===== src/rtl/timing_pkg.sv =====
// timing_pkg
//   Shared definitions for the timer peripheral register front end:
//   register byte offsets, field bit positions, bus FSM state encoding and
//   the decoded-access record produced by the register decoder.
package timing_pkg;

  // Register byte offsets (word aligned)
  localparam logic [31:0] OFF_CTRL = 32'h0000_0000;
  localparam logic [31:0] OFF_CMD  = 32'h0000_0004;
  localparam logic [31:0] OFF_TERM = 32'h0000_0008;
  localparam logic [31:0] OFF_STAT = 32'h0000_000C;
  localparam logic [31:0] OFF_CNT  = 32'h0000_0010;

  // Field bit positions
  localparam int CTRL_MODE_BIT = 0;
  localparam int CTRL_IE_BIT   = 1;
  localparam int CMD_START_BIT = 0;
  localparam int CMD_HALT_BIT  = 1;
  localparam int STAT_RUN_BIT  = 0;
  localparam int STAT_PEND_BIT = 1;

  // Bus FSM states
  localparam logic [0:0] ST_IDLE = 1'b0;
  localparam logic [0:0] ST_RESP = 1'b1;

  // Result of decoding one bus access against the current register state
  typedef struct packed {
    logic        err;
    logic        wr_ctrl;
    logic        wr_term;
    logic        wr_cmd;
    logic        clr_pend;
    logic [31:0] rdata;
  } access_t;

endpackage


===== src/rtl/timing_pulse_edge.sv =====
// timing_pulse_edge
//   Rising-edge detector. The previous input level is registered and the
//   rise output is high during any cycle where din is 1 and was 0 on the
//   previous clock edge.
// Ports
//   clk    in  clock
//   reset  in  synchronous active-high reset (history cleared to 0)
//   din    in  level/pulse input
//   rise   out 1 while din=1 and previous sample was 0
module timing_pulse_edge (
  input  logic clk,
  input  logic reset,
  input  logic din,
  output logic rise
);

  logic din_prev;

  always_ff @(posedge clk) begin
    if (reset) din_prev <= 1'b0;
    else       din_prev <= din;
  end

  assign rise = din & ~din_prev;

endmodule


===== src/rtl/timing_regs.sv =====
// timing_regs
//   Bus-side register front end of the timer peripheral. Accepts single-beat
//   valid/ready accesses, decodes them into CTRL/CMD/TERMCOUNT/STATUS/CURRCOUNT,
//   drives the timer controls and turns CMD writes into 1-cycle triggers.
//   Rising edges of rf_int set a sticky write-1-to-clear pending bit.
// Ports
//   clk, reset             clock, synchronous active-high reset
//   req_valid/req_ready    request handshake; req_we, req_addr, req_wdata
//   rsp_valid/rsp_ready    response handshake; rsp_rdata, rsp_err
//   ro_trig_start/halt     1-cycle trigger pulses to the timer
//   ro_mode, ro_termcount  timer configuration
//   rf_status, rf_currcount, rf_int   timer results
//   irq                    PEND & IE
module timing_regs
  import timing_pkg::*;
#(
  parameter int          ADDR_W   = 5,
  parameter logic [31:0] TERM_RST = 32'hFFFF_FFFF
) (
  input  logic              clk,
  input  logic              reset,
  input  logic              req_valid,
  output logic              req_ready,
  input  logic              req_we,
  input  logic [ADDR_W-1:0] req_addr,
  input  logic [31:0]       req_wdata,
  output logic              rsp_valid,
  input  logic              rsp_ready,
  output logic [31:0]       rsp_rdata,
  output logic              rsp_err,
  output logic              ro_trig_start,
  output logic              ro_trig_halt,
  output logic              ro_mode,
  output logic [31:0]       ro_termcount,
  input  logic              rf_status,
  input  logic [31:0]       rf_currcount,
  input  logic              rf_int,
  output logic              irq
);

  logic [0:0]  state;
  logic        accept;
  logic        ie;
  logic        pend;
  logic        int_rise;
  logic [31:0] byte_addr;
  access_t     acc;

  timing_pulse_edge u_int_edge (
    .clk   (clk),
    .reset (reset),
    .din   (rf_int),
    .rise  (int_rise)
  );

  assign req_ready = (state == ST_IDLE);
  assign rsp_valid = (state == ST_RESP);
  assign accept    = req_valid & req_ready;
  assign irq       = pend & ie;

  // Byte offset with the sub-word bits dropped, widened for the decode compare
  assign byte_addr = {{(32 - ADDR_W){1'b0}}, req_addr[ADDR_W-1:2], 2'b00};

  // Decode the presented access: read data, error, and which register
  // updates it would cause. Configuration writes are refused while the
  // timer runs so the counter never sees its setup change under it.
  always_comb begin
    acc = '0;
    case (byte_addr)
      OFF_CTRL: begin
        if (!req_we) begin
          acc.rdata[CTRL_MODE_BIT] = ro_mode;
          acc.rdata[CTRL_IE_BIT]   = ie;
        end else if (rf_status) begin
          acc.err = 1'b1;
        end else begin
          acc.wr_ctrl = 1'b1;
        end
      end
      OFF_CMD: begin
        if (req_we) acc.wr_cmd = 1'b1;
      end
      OFF_TERM: begin
        if (!req_we)        acc.rdata   = ro_termcount;
        else if (rf_status) acc.err     = 1'b1;
        else                acc.wr_term = 1'b1;
      end
      OFF_STAT: begin
        if (!req_we) begin
          acc.rdata[STAT_RUN_BIT]  = rf_status;
          acc.rdata[STAT_PEND_BIT] = pend;
        end else begin
          acc.clr_pend = req_wdata[STAT_PEND_BIT];
        end
      end
      OFF_CNT: begin
        if (!req_we) acc.rdata = rf_currcount;
        else         acc.err   = 1'b1;
      end
      default: acc.err = 1'b1;
    endcase
  end

  // Bus FSM: one outstanding access, response held until consumed
  always_ff @(posedge clk) begin
    if (reset) begin
      state     <= ST_IDLE;
      rsp_rdata <= 32'd0;
      rsp_err   <= 1'b0;
    end else begin
      case (state)
        ST_IDLE: begin
          if (accept) begin
            rsp_rdata <= acc.rdata;
            rsp_err   <= acc.err;
            state     <= ST_RESP;
          end
        end
        ST_RESP: begin
          if (rsp_ready) state <= ST_IDLE;
        end
        default: state <= ST_IDLE;
      endcase
    end
  end

  // Register updates and trigger pulses; triggers default low so each
  // CMD write yields exactly one cycle of pulse. HALT takes priority.
  always_ff @(posedge clk) begin
    if (reset) begin
      ro_mode       <= 1'b0;
      ie            <= 1'b0;
      ro_termcount  <= TERM_RST;
      ro_trig_start <= 1'b0;
      ro_trig_halt  <= 1'b0;
    end else begin
      ro_trig_start <= 1'b0;
      ro_trig_halt  <= 1'b0;
      if (accept && acc.wr_ctrl) begin
        ro_mode <= req_wdata[CTRL_MODE_BIT];
        ie      <= req_wdata[CTRL_IE_BIT];
      end
      if (accept && acc.wr_term) ro_termcount <= req_wdata;
      if (accept && acc.wr_cmd) begin
        ro_trig_halt  <= req_wdata[CMD_HALT_BIT];
        ro_trig_start <= req_wdata[CMD_START_BIT] & ~req_wdata[CMD_HALT_BIT];
      end
    end
  end

  // Sticky pending bit: a new edge beats a simultaneous clear
  always_ff @(posedge clk) begin
    if (reset) pend <= 1'b0;
    else       pend <= int_rise | (pend & ~(accept & acc.clr_pend));
  end

endmodule


===== config.mk =====
export PLATFORM = sky130hd
export DESIGN_NAME = timing_regs
export DESIGN_NICKNAME = d
export VERILOG_FILES = /design/src/rtl/timing_pkg.sv /design/src/rtl/timing_pulse_edge.sv /design/src/rtl/timing_regs.sv
export SDC_FILE = /design/constraint.sdc
export NUM_CORES = 1
export LEC_CHECK = 0
export ABC_AREA = 1
export CAP_MARGIN = 20
export CORE_MARGIN = 1.5
export CORE_UTILIZATION = 40
export CTS_BUF_LIST = sky130_fd_sc_hd__clkbuf_8
export DETAILED_ROUTE_END_ITERATION = 8
export GPL_TIMING_DRIVEN = 0
export PLACE_DENSITY_LB_ADDON = 0.05
export SKIP_CTS_REPAIR_TIMING = 1
export SLEW_MARGIN = 10
export SYNTH_ARGS = -nofsm -noshare
export SYNTH_HDL_FRONTEND = slang
export SYNTH_SLANG_ARGS = --single-unit

===== constraint.sdc =====
create_clock -name clk -period 2.6 [get_ports clk]
set_input_delay 0.78 -clock clk [delete_from_list [all_inputs] [get_ports clk]]
set_output_delay 0.78 -clock clk [all_outputs]
set_load 0.05 [all_outputs]

=== Word-level counts from Yosys, hierarchy flattened ===
Cells that the tools add are included.
W data, S select, Z words.

* Bits in registers: 72
* Input port bits: 76
* Output and inout port bits: 71
* Word-level logic and storage cells: 54

* Equality and inequality tests: 4
* Muxes and demuxes: 21
* Bitwise logic cells: 12
* Reductions and logical operators: 7

{| class="wikitable"
|+ Operator list
! cell !! number
|-
| $mux W32 || 2
|-
| $pmux W30 S2 || 1
|-
| $logic_not A32 Y1 || 1
|-
| $mux W1 || 12
|-
| $pmux W2 S4 || 1
|-
| $and A1 B1 Y1 || 6
|-
| $eq A3 B2 Y1 const B || 2
|-
| $mux W2 || 3
|-
| $not A1 Y1 || 5
|-
| $pmux W1 S4 || 1
|-
| $reduce_or A2 Y1 || 2
|-
| $eq A3 B1 Y1 const B || 1
|-
| $eq A3 B3 Y1 const B || 1
|-
| $logic_and A1 B1 Y1 || 3
|-
| $pmux W1 S2 || 1
|-
| $reduce_and A2 Y1 || 1
|-
| $or A1 B1 Y1 || 1
|}

=== Logic depth before layout (Yosys ltp) ===
Gate-level depths: netlist of run 1.

* Depth after elaboration: 6
* Depth in mapped cells: 9
* Mapped depth without buffers: 8

=== Hierarchy ===
Synthesis of run 1 repeated with hierarchy kept, for this count alone.

* Cells, all modules: 448
* Area total of the unflattened synthesis: 3,224.3 um2

{| class="wikitable"
|+ Modules (own cells, without submodules)
! module !! times used !! cells each !! area an instance (um2) !! seq. area each (um2)
|-
| timing_regs || 1 || 444 || 3,193.1 || 1,421.4
|-
| timing_pulse_edge || 1 || 4 || 31.3 || 20.0
|}

=== Least setup slack after synthesis of run 1 ===
Ideal clock, no wire load.

* Path type: reg-to-output
* Start point: reg state, in the netlist rsp_valid
* End point: out req_ready
* Arrival: 1.062 ns
* Required time: 1.820 ns
* Slack: 0.758 ns
* Stages on the path, launching flop included: 2
* Path buffers: 0
* Path through: dfxtp_1 > inv_1

* Word-level cells in the longest chain between the ends: 1

{| class="wikitable"
|+ Ends and longest elaborated chain
! element !! line !! source
|-
| from (decl) || timing_regs.sv:41 || <nowiki>logic [0:0] state;</nowiki>
|-
| from (signal assigned) || timing_regs.sv:107 || <nowiki>state <= ST_IDLE;</nowiki>
|-
| from (signal assigned) || timing_regs.sv:116 || <nowiki>state <= ST_RESP;</nowiki>
|-
| from (signal assigned) || timing_regs.sv:120 || <nowiki>if (rsp_ready) state <= ST_IDLE;</nowiki>
|-
| $not A1 Y1 || - ||
|-
| to (decl) || timing_regs.sv:23 || <nowiki>output logic req_ready,</nowiki>
|}

Every way passes these cells.

=== Final worst setup path of run 1 ===
* Start point: reg pend
* End point: out irq

* Word-level cells in the longest chain between the ends: 1

{| class="wikitable"
|+ Ends and longest elaborated chain
! element !! line !! source
|-
| from (decl) || timing_regs.sv:44 || <nowiki>logic pend;</nowiki>
|-
| from (signal assigned) || timing_regs.sv:154 || <nowiki>else pend <= int_rise | (pend & ~(accept & acc.clr_pend));</nowiki>
|-
| $and A1 B1 Y1 || timing_regs.sv:59 || <nowiki>assign irq = pend & ie;</nowiki>
|-
| to (decl) || timing_regs.sv:38 || <nowiki>output logic irq</nowiki>
|}

Every way passes these cells.

==> flow_summary.yaml, run 1 <==
sta:
  rsz0062_at_grt: "false"
  setup_viol: 0
  whs_ps: 464.5
  skew_ps: 12.82
  hold_viol_final: 0
  fin_crit_sh_pct: 91.70
  drv_slew: 0
  worst_pin_slew_ps: 548.0
  fmax_mhz: 419.4
  maxSlewHeadroom_pct: 63.35
  fin_setup_tns_ps: 0
  fin_ws_ps: 215.8
  fin_crit_ps: 2384
critical_path:
  cp-start-kind: "flop"
  cp_max_fo: 3
  crit_path_start: "pend"
  path_cells: "nand2_1, inv_1, clkdlybuf4s50_1"
  reg2reg_from: "rsp_valid"
  critPathMaxStageDelay_ps: 790
  cp.required_ps: 1820
  critPathArrivalTime_ps: 1600
  crit_path_end_kind: "output pin"
  setup.worst_path.class: "reg -> out"
  cp_slowest_cell: "clkdlybuf4s50_1"
yosys:
  synth_compound_area_share_pct: 7.174
  synth.distinct_cells: 25
  yosysTopAreaCell: "dfxtp_1"
  yosysSeqAreaShare_pct: 45.41
  ys_ff_latch: 72
  synth-xor-area-share_pct: 0
  syn_nets: 524
  synthTopCellsByArea: "dfxtp_1, nand2_1, nand3_1, a21oi_1, buf_6"
  yosys_warnings: 0
  synth_area_per_cell_um2: 7.085
  synth_top_area_share_pct: 45.41
  synth_top_family_by_area: "simple AND/OR/NAND/NOR gates"
  syn_area_mm2: 0.003174
  synthMuxAreaShare_pct: 0
  synth_simple_gate_area_share_pct: 38.98
  syn_inst: 448
  synthAdderAreaFrac_pct: 0
clock_tree:
  cts-root-buf: "clkbuf_8"
  cts_tree: "done"
  clockBufferDepth: 2
  cts.sinks: 72
  clock_latency_ps: 340
  path_clk_slew_ps: 80
  cts_buffers: 9
  h-tree-depth: 3
cells_and_area:
  fillers: 705
  diodes: 0
  drive_gt1_share_pct: 7.794
  mostFrequentLayoutCells: "nand2_1, clkdlybuf4s50_1, dfxtp_1, nand3_1, a21oi_1"
  multi_input_area_mm2: 0.001465
  seqCellArea_mm2: 0.001441
  final_net_count: 675
  final_core_util_pct: 63.61
  final_common_cell: "nand2_1"
  syn2layout_area_growth_pct: 54.04
floorplan:
  rows: 32
  io-pin-count: 147
  die_w_um: 92.08
  core_area_mm2: 0.007687
  dieArea_mm2: 0.008479
  dieHeight_um: 92.08
  start_util_pct: 41.29
power_and_ir_drop:
  power_switching_share_pct: 26.09
  seq_power_share_pct: 47.8
  irDropWorstVdd_uv: 229.1
  comb_power_share_pct: 16.3
  powerDensity_mw_per_mm2: 485.4
  cellLeakagePower_uw: 0.002150
  intPower_uw: 1754
  switchingPower_uw: 619.3
  clkPwrFrac_pct: 35.8
placed_design:
  place_congestion: 0.8209
  pre_cts_slack_ps: 334.2
  hpwl_um: 7101
  port_buffers: 140
hold_path:
  hold_start: "rsp_rdata[8]"
  min_path_type: "reg -> reg"
detailed_routing:
  firstDrtPassIters: 5
  post-route-drc-count: 0
  wire_per_inst_um: 13.31
  antenna_left: 0
  wirelength_um: 9386
  initialDrtViolationCount: 103
  via_per_inst: 4.813
  via_count: 3393
run_status:
  status: "completed"
job:
  cap_viol_max_count: 0
grt:
  grt_max_degree: 12
  grt_use_total_pct: 22.49
  antenna_found_initial: 0
  first_global_vias: 3283
  grt_pass1_wl_um: 15200
  grt-ovfl-total: 0
==> critical path, delay by kind of cell (launching register included) <==
family | cells | cell delay [ps]
AND/OR/NAND/NOR | 1 | 60
buffers and inverters | 2 | 840
flip-flops | 1 | 360
==> path summary, 6_finish.rpt <==
| path | endpoint | slack [ps] | depth (start not counted) |
|---|---|---|---|
| max | irq | 220 | 3 |
| min | rsp_rdata[8] | 460 | 2 |
| max reg2reg | rsp_rdata[20] | 1280 | 5 |
| min reg2reg | rsp_rdata[8] | 460 | 2 |
==> through the flow <==
step                      total power [µW]  cell area (µm²)  cells
after floorplan                       1363             3174    448
after global placement                1545             4703    690
after detailed placement              1549             4703    690
after CTS                             2394             4890    705
after global routing                  2461             4890    705
final                                 2374             4890    705
==> routing by layer <==
layer	global-route usage [%]	up-vias	wire length (µm)
met5	0	-	0
met2	39.63	106	4616
li1	-	1736	-
met1	27.05	1547	4137
met3	5.390	4	597
met4	6.410	0	34
==> cell usage after synthesis <==
| cell type | n |
|---|---|
| clkinv_1 | 1 |
| nand2_4 | 2 |
| nor2_4 | 2 |
| o21ai_1 | 2 |
| buf_6 | 9 |
| o21ai_0 | 3 |
| nor2_8 | 2 |
| o21a_1 | 1 |
| buf_1 | 1 |
| nand4_1 | 2 |
| nand2_1 | 195 |
| buf_4 | 4 |
| inv_6 | 1 |
| clkbuf_1 | 8 |
| o211ai_1 | 2 |
| inv_1 | 9 |
| a21oi_1 | 36 |
| nand2_2 | 1 |
| nor4_1 | 1 |
| nor2_1 | 12 |
| nand3_1 | 68 |
| dfxtp_1 | 72 |
| inv_2 | 3 |
| buf_2 | 9 |
| nor3_1 | 2 |
==> power by group through the flow <==
stage	Combinational, µW	Sequential (µW)	Clock [µW]
floorplan	142	1220	0
global placement	385	1160	0
detailed placement	388	1160	0
CTS	389	1140	869
global route	418	1140	906
finish	387	1140	851
==> flip-flops by register name, indices dropped and copies added (netlist names) <==
signal	flops
ro_termcount	32
rsp_rdata	32
ie	1
pend	1
ro_mode	1
ro_trig_halt	1
ro_trig_start	1
rsp_err	1
rsp_valid	1
u_int_edge.din_prev	1
==> area by class of cell <==
class / instances / area share, %
Clock buffer: 10 / 2.815
Clock inverter: 5 / 0.9980
Tap cell: 102 / 2.610
Sequential cell: 72 / 29.48
Timing Repair Buffer: 140 / 28.66
Inverter: 14 / 1.177
Buffer: 31 / 4.299
Multi-Input combinational cell: 331 / 29.96
==> logic make-up (layout without fill, tap and decap cells) <==
group | after synthesis | after routing
AOI/OAI and AO/OA | 44 | 44
DFF | 72 | 72
buffers and inverters | 45 | 200
and+or+nand+nor | 287 | 287
No activity file was read; power rests on OpenSTA's default activity.
==> run 2, diff against run 1 <==
CELL_PAD_IN_SITES_DETAIL_PLACEMENT = 1   (was default)
CELL_PAD_IN_SITES_GLOBAL_PLACEMENT = 2   (was default)
CORE_UTILIZATION = 23   (was 40)
TNS_END_PERCENT = 30   (was default)
==> run 2 against run 1 <==
Fmax is 0.91% lower. Routed wire length is 20% higher. Die area is 71% higher. Clock skew is 2.4 ps lower. Critical path depth stayed put. Sequential cell count stayed put. Worst setup slack worse by 22 ps. Clock-buffer cell count stayed put. Cell count is 11% higher. Final area is 2.6% higher. Register-to-register slack hardly changed. Global-route usage is 6.1 points lower. Critical endpoint unchanged. Highest routed layer unchanged.
==> flow_summary.yaml, run 2 (synthesis gave the netlist of run 1 again) <==
run_status:
  status: "completed"
critical_path:
  cp_slowest_cell: "clkdlybuf4s50_1"
  critPathMaxStageDelay_ps: 790
  r2r_cells: 7
  reg2reg_from: "rsp_valid"
  cp-start-kind: "flop"
  endpoint: "irq"
  setup.worst_path.class: "reg -> out"
  rrSetupSlack_ps: 1280
  path_cells: "nand2_1, inv_1, clkdlybuf4s50_1"
  crit_cells: 3
  cp.required_ps: 1820
  cp.buffers_inverters: 2
  crit_path_end_kind: "output pin"
  cp_max_fo: 3
  r2r-end: "ro_termcount[6]"
  cp_top_family: "buffers and inverters"
  crit_path_start: "pend"
  critPathArrivalTime_ps: 1630
cells_and_area:
  diodes: 0
  final_common_cell: "nand2_1"
  biggestRegsByFlops: "ro_termcount (32), rsp_rdata (32)"
  drive_gt1_share_pct: 8.113
  final_net_count: 675
  fin_area_mm2: 0.005016
  syn2layout_area_growth_pct: 58.02
  mostFrequentLayoutCells: "nand2_1, clkdlybuf4s50_1, dfxtp_1, nand3_1, a21oi_1"
power_and_ir_drop:
  clkPwrFrac_pct: 39.6
  seq_power_share_pct: 44.8
  comb_power_share_pct: 15.6
  power_switching_share_pct: 26.61
  irDropWorstVdd_uv: 200.8
  powerDensity_mw_per_mm2: 505.1
  cellLeakagePower_uw: 0.002158
  intPower_uw: 1859
  switchingPower_uw: 674.2
clock_tree:
  cts_tree: "done"
  clockBufferDepth: 2
  cts-root-buf: "clkbuf_8"
  path_clk_slew_ps: 80
  cts.sinks: 72
  cts_buffers: 9
  clock_latency_ps: 360
  h-tree-depth: 3
sta:
  maxSlewHeadroom_pct: 60.61
  drv_slew: 0
  setup_viol: 0
  skew_ps: 10.40
  rsz0062_at_grt: "false"
  hold_viol_final: 0
  fin_crit_sh_pct: 92.54
  fin_crit_ps: 2406
  worst_pin_slew_ps: 589.0
  fmax_mhz: 415.6
  fin_setup_tns_ps: 0
placed_design:
  place_congestion: 0.7642
  hpwl_um: 8778
  place_area_mm2: 0.004796
  port_buffers: 140
detailed_routing:
  wirelength_um: 11270
  firstDrtPassIters: 4
  antenna_left: 0
  wire_per_inst_um: 14.45
  via_per_inst: 4.364
  via_count: 3404
  post-route-drc-count: 0
  initialDrtViolationCount: 111
grt:
  first_global_vias: 3604
  grt_max_degree: 13
  antenna_found_initial: 0
  grt-ovfl-total: 0
  grt_pass1_wl_um: 18370
  grt_use_total_pct: 16.37
floorplan:
  start_util_pct: 23.78
  die_w_um: 120.5
  rows: 42
  io-pin-count: 147
  core_area_mm2: 0.01335
  dieArea_mm2: 0.01452
  dieHeight_um: 120.5
hold_path:
  holdPathStages: 2
  min_path_type: "reg -> reg"
job:
  cap_viol_max_count: 0
run 2: cell count changes in the layout (fill, tap and decap cells not counted), sizes merged:
| cell | delta |
|---|---|
| bufinv | +1 |
| clkinvlp | +1 |
| inv | -1 |
run 2: worst min-delay path by stage:
stage / start / to / slack [ps]
6_report: rsp_rdata[22] / rsp_rdata[22] / 470
5_1_grt: rsp_rdata[2] / rsp_rdata[2] / 490
2_1_floorplan: ie / ie / 480
3_3_place_gp: rsp_rdata[8] / rsp_rdata[8] / 450
4_1_cts: rsp_rdata[8] / rsp_rdata[8] / 470
3_5_place_dp: rsp_rdata[8] / rsp_rdata[8] / 460
run 2: final cells by class:
type,instances,area [µm²]
buffer,31,210.2
clock buffer,10,137.6
clock inverter,6,82.58
fill,1686,8332
inverter,14,57.56
multi-input combinational,331,1465
sequential,72,1441
tap,176,220.2
timing repair buffer,140,1401
run 2: tightest hold or removal path, delay by kind of cell (launching register included):
kind	cells	cell delay [ps]
DFF	1	310
and+or+nand+nor	1	60
AOI/OAI and AO/OA	1	50
run 2: stage by stage:
step                      total power, µW  setup slack, ps  hold WS, ps  std cells  util (%)
after detailed placement             1562            297.6        458.6        764     35.93
after global routing                 2667            107.4        488.8        780     37.58
after global placement               1558            331.4        453.2        764     35.93
after CTS                            2589            154.7        470.3        780     37.58
after floorplan                      1363            758.1        475.1        448         -
final                                2533            193.9        465.6        780     37.58
run 2: power groups by stage:
stage	registers (µW)	clock network, µW	logic (µW)
final	1140	1000	394
after global routing	1140	1100	431
after CTS	1140	1050	401
after detailed placement	1160	0	399
after global placement	1160	0	397
after floorplan	1220	0	142
run 2: metal layers:
metal	vias to the layer above	GRT usage, %	wire, µm
met2	89	26.24	5218
met5	-	0	0
met1	1564	20.81	5171
met3	10	4.811	738
li1	1741	-	-
met4	0	6.029	143
==> run 3, diff against run 2 <==
CORE_MARGIN = default   (was 1.5)
==> run 3 against run 2 <==
Via count fell by 1.6%. Routed wire length rose by 1.1%. Sequential share of layout area rose by 0.32 points. Fmax fell by 0.36%. Non-clock buffer count did not move. Critical endpoint unchanged. Highest routed layer unchanged.
==> flow_summary.yaml, run 3 (synthesis gave the netlist of run 1 again) <==
run_status:
  status: "completed"
job:
  cap_viol_max_count: 0
cells_and_area:
  final_common_cell: "nand2_1"
  fillers: 1658
  fin_cells: 780
  biggestRegsByFlops: "ro_termcount (32), rsp_rdata (32)"
  multi_input_area_mm2: 0.001465
  seqCellArea_mm2: 0.001441
  diodes: 0
  mostFrequentLayoutCells: "nand2_1, clkdlybuf4s50_1, dfxtp_1, nand3_1, a21oi_1"
  final_net_count: 675
  final_core_util_pct: 37.17
  syn2layout_area_growth_pct: 56.29
  drive_gt1_share_pct: 7.781
placed_design:
  port_buffers: 140
  dp.cells: 764
  place_congestion: 0.7540
  hpwl_um: 8717
clock_tree:
  cts_tree: "done"
  clockBufferDepth: 2
  cts_buffers: 9
  path_clk_slew_ps: 70
  h-tree-depth: 3
  clock_latency_ps: 360
  cts-root-buf: "clkbuf_8"
  cts.sinks: 72
power_and_ir_drop:
  irDropWorstVdd_uv: 175.3
  p_total_uw: 2323
  cellLeakagePower_uw: 0.002145
  powerDensity_mw_per_mm2: 468.2
sta:
  setup_viol: 0
  fin_setup_tns_ps: 0
  fin_crit_ps: 2415
  hold_viol_final: 0
  maxSlewHeadroom_pct: 62.73
  rsz0062_at_grt: "false"
  fmax_mhz: 414.1
  fin_crit_sh_pct: 92.88
  drv_slew: 0
  skew_ps: 6.576
  worst_pin_slew_ps: 557.3
detailed_routing:
  initialDrtViolationCount: 119
  via_per_inst: 4.295
  via_count: 3350
  post-route-drc-count: 0
  antenna_left: 0
  wirelength_um: 11390
  wire_per_inst_um: 14.61
  firstDrtPassIters: 4
critical_path:
  critPathArrivalTime_ps: 1630
  cp_max_fo: 3
  endpoint: "irq"
  rrSetupSlack_ps: 1270
  cp_slowest_cell: "clkdlybuf4s50_1"
  r2r-end: "ro_termcount[31]"
  path_cells: "nand2_1, inv_1, clkdlybuf4s50_1"
  crit_path_end_kind: "output pin"
  critPathMaxStageDelay_ps: 790
  cp-start-kind: "flop"
  cp.required_ps: 1820
  reg2reg_from: "rsp_valid"
  crit_path_start: "pend"
  r2r_cells: 7
  setup.worst_path.class: "reg -> out"
hold_path:
  hold_start: "rsp_rdata[5]"
  min_path_type: "reg -> reg"
floorplan:
  dieArea_mm2: 0.01428
  start_util_pct: 23.78
  dieHeight_um: 119.5
  io-pin-count: 147
  rows: 42
  core_area_mm2: 0.01335
  die_w_um: 119.5
grt:
  grt-ovfl-total: 0
  grt_pass1_wl_um: 18630
  first_global_vias: 3605
  antenna_found_initial: 0
  grt_max_degree: 12
  grt_use_total_pct: 16.92
[run 3: cell types whose count changed in the layout (fill, tap and decap cells not counted), sizes merged]
| cell | change |
|---|---|
| inv | +2 |
| clkinvlp | -1 |
| bufinv | -2 |
| clkinv | +1 |
[run 3: how the worst min path moves through the flow]
stage / end / slack, ps / depth (start not counted)
3_5_place_dp: rsp_rdata[8] / 460 / 2
6_report: rsp_rdata[5] / 470 / 2
3_3_place_gp: rsp_rdata[5] / 450 / 2
4_1_cts: rsp_rdata[8] / 470 / 2
2_1_floorplan: ie / 480 / 2
5_1_grt: rsp_rdata[30] / 490 / 2
[run 3: power by group]
part,switching [µW],internal (µW)
clock network,433,359
registers,13.5,1120
logic,220,176
[run 3: cell type report]
| class | count | area share (%) |
|---|---|---|
| clock buffers | 10 | 2.774 |
| plain buffers | 31 | 4.237 |
| inverters | 14 | 1.160 |
| repair buffers | 140 | 28.25 |
| clock inverters | 6 | 0.5549 |
| multi-input cells | 331 | 29.53 |
| well taps | 176 | 4.439 |
| flip-flops and latches | 72 | 29.05 |
[run 3: metrics by stage]
stage	hold slack (ps)	worst slack [ps]	instance area [µm²]
after detailed placement	457.9	307.0	4796
final	466.2	185.2	4961
after global routing	488.4	123.8	4961
after floorplan	475.1	758.1	3174
after CTS	470.4	146.6	4961
after global placement	454.1	325.4	4796
[run 3: routing by layer]
metal	vias to the layer above	routed length, µm	track usage, %
li1	1734	-	-
met1	1516	5300	21.23
met2	92	5265	27.64
met3	8	686	4.550
met4	0	140	6.094
met5	-	0	0
[run 3: worst max-delay path: cells and delay by family, from the launching register on]
| family | cells | cell delay [ps] |
|---|---|---|
| AND/OR/NAND/NOR | 1 | 70 |
| buffers and inverters | 2 | 840 |
| flip-flops | 1 | 370 |
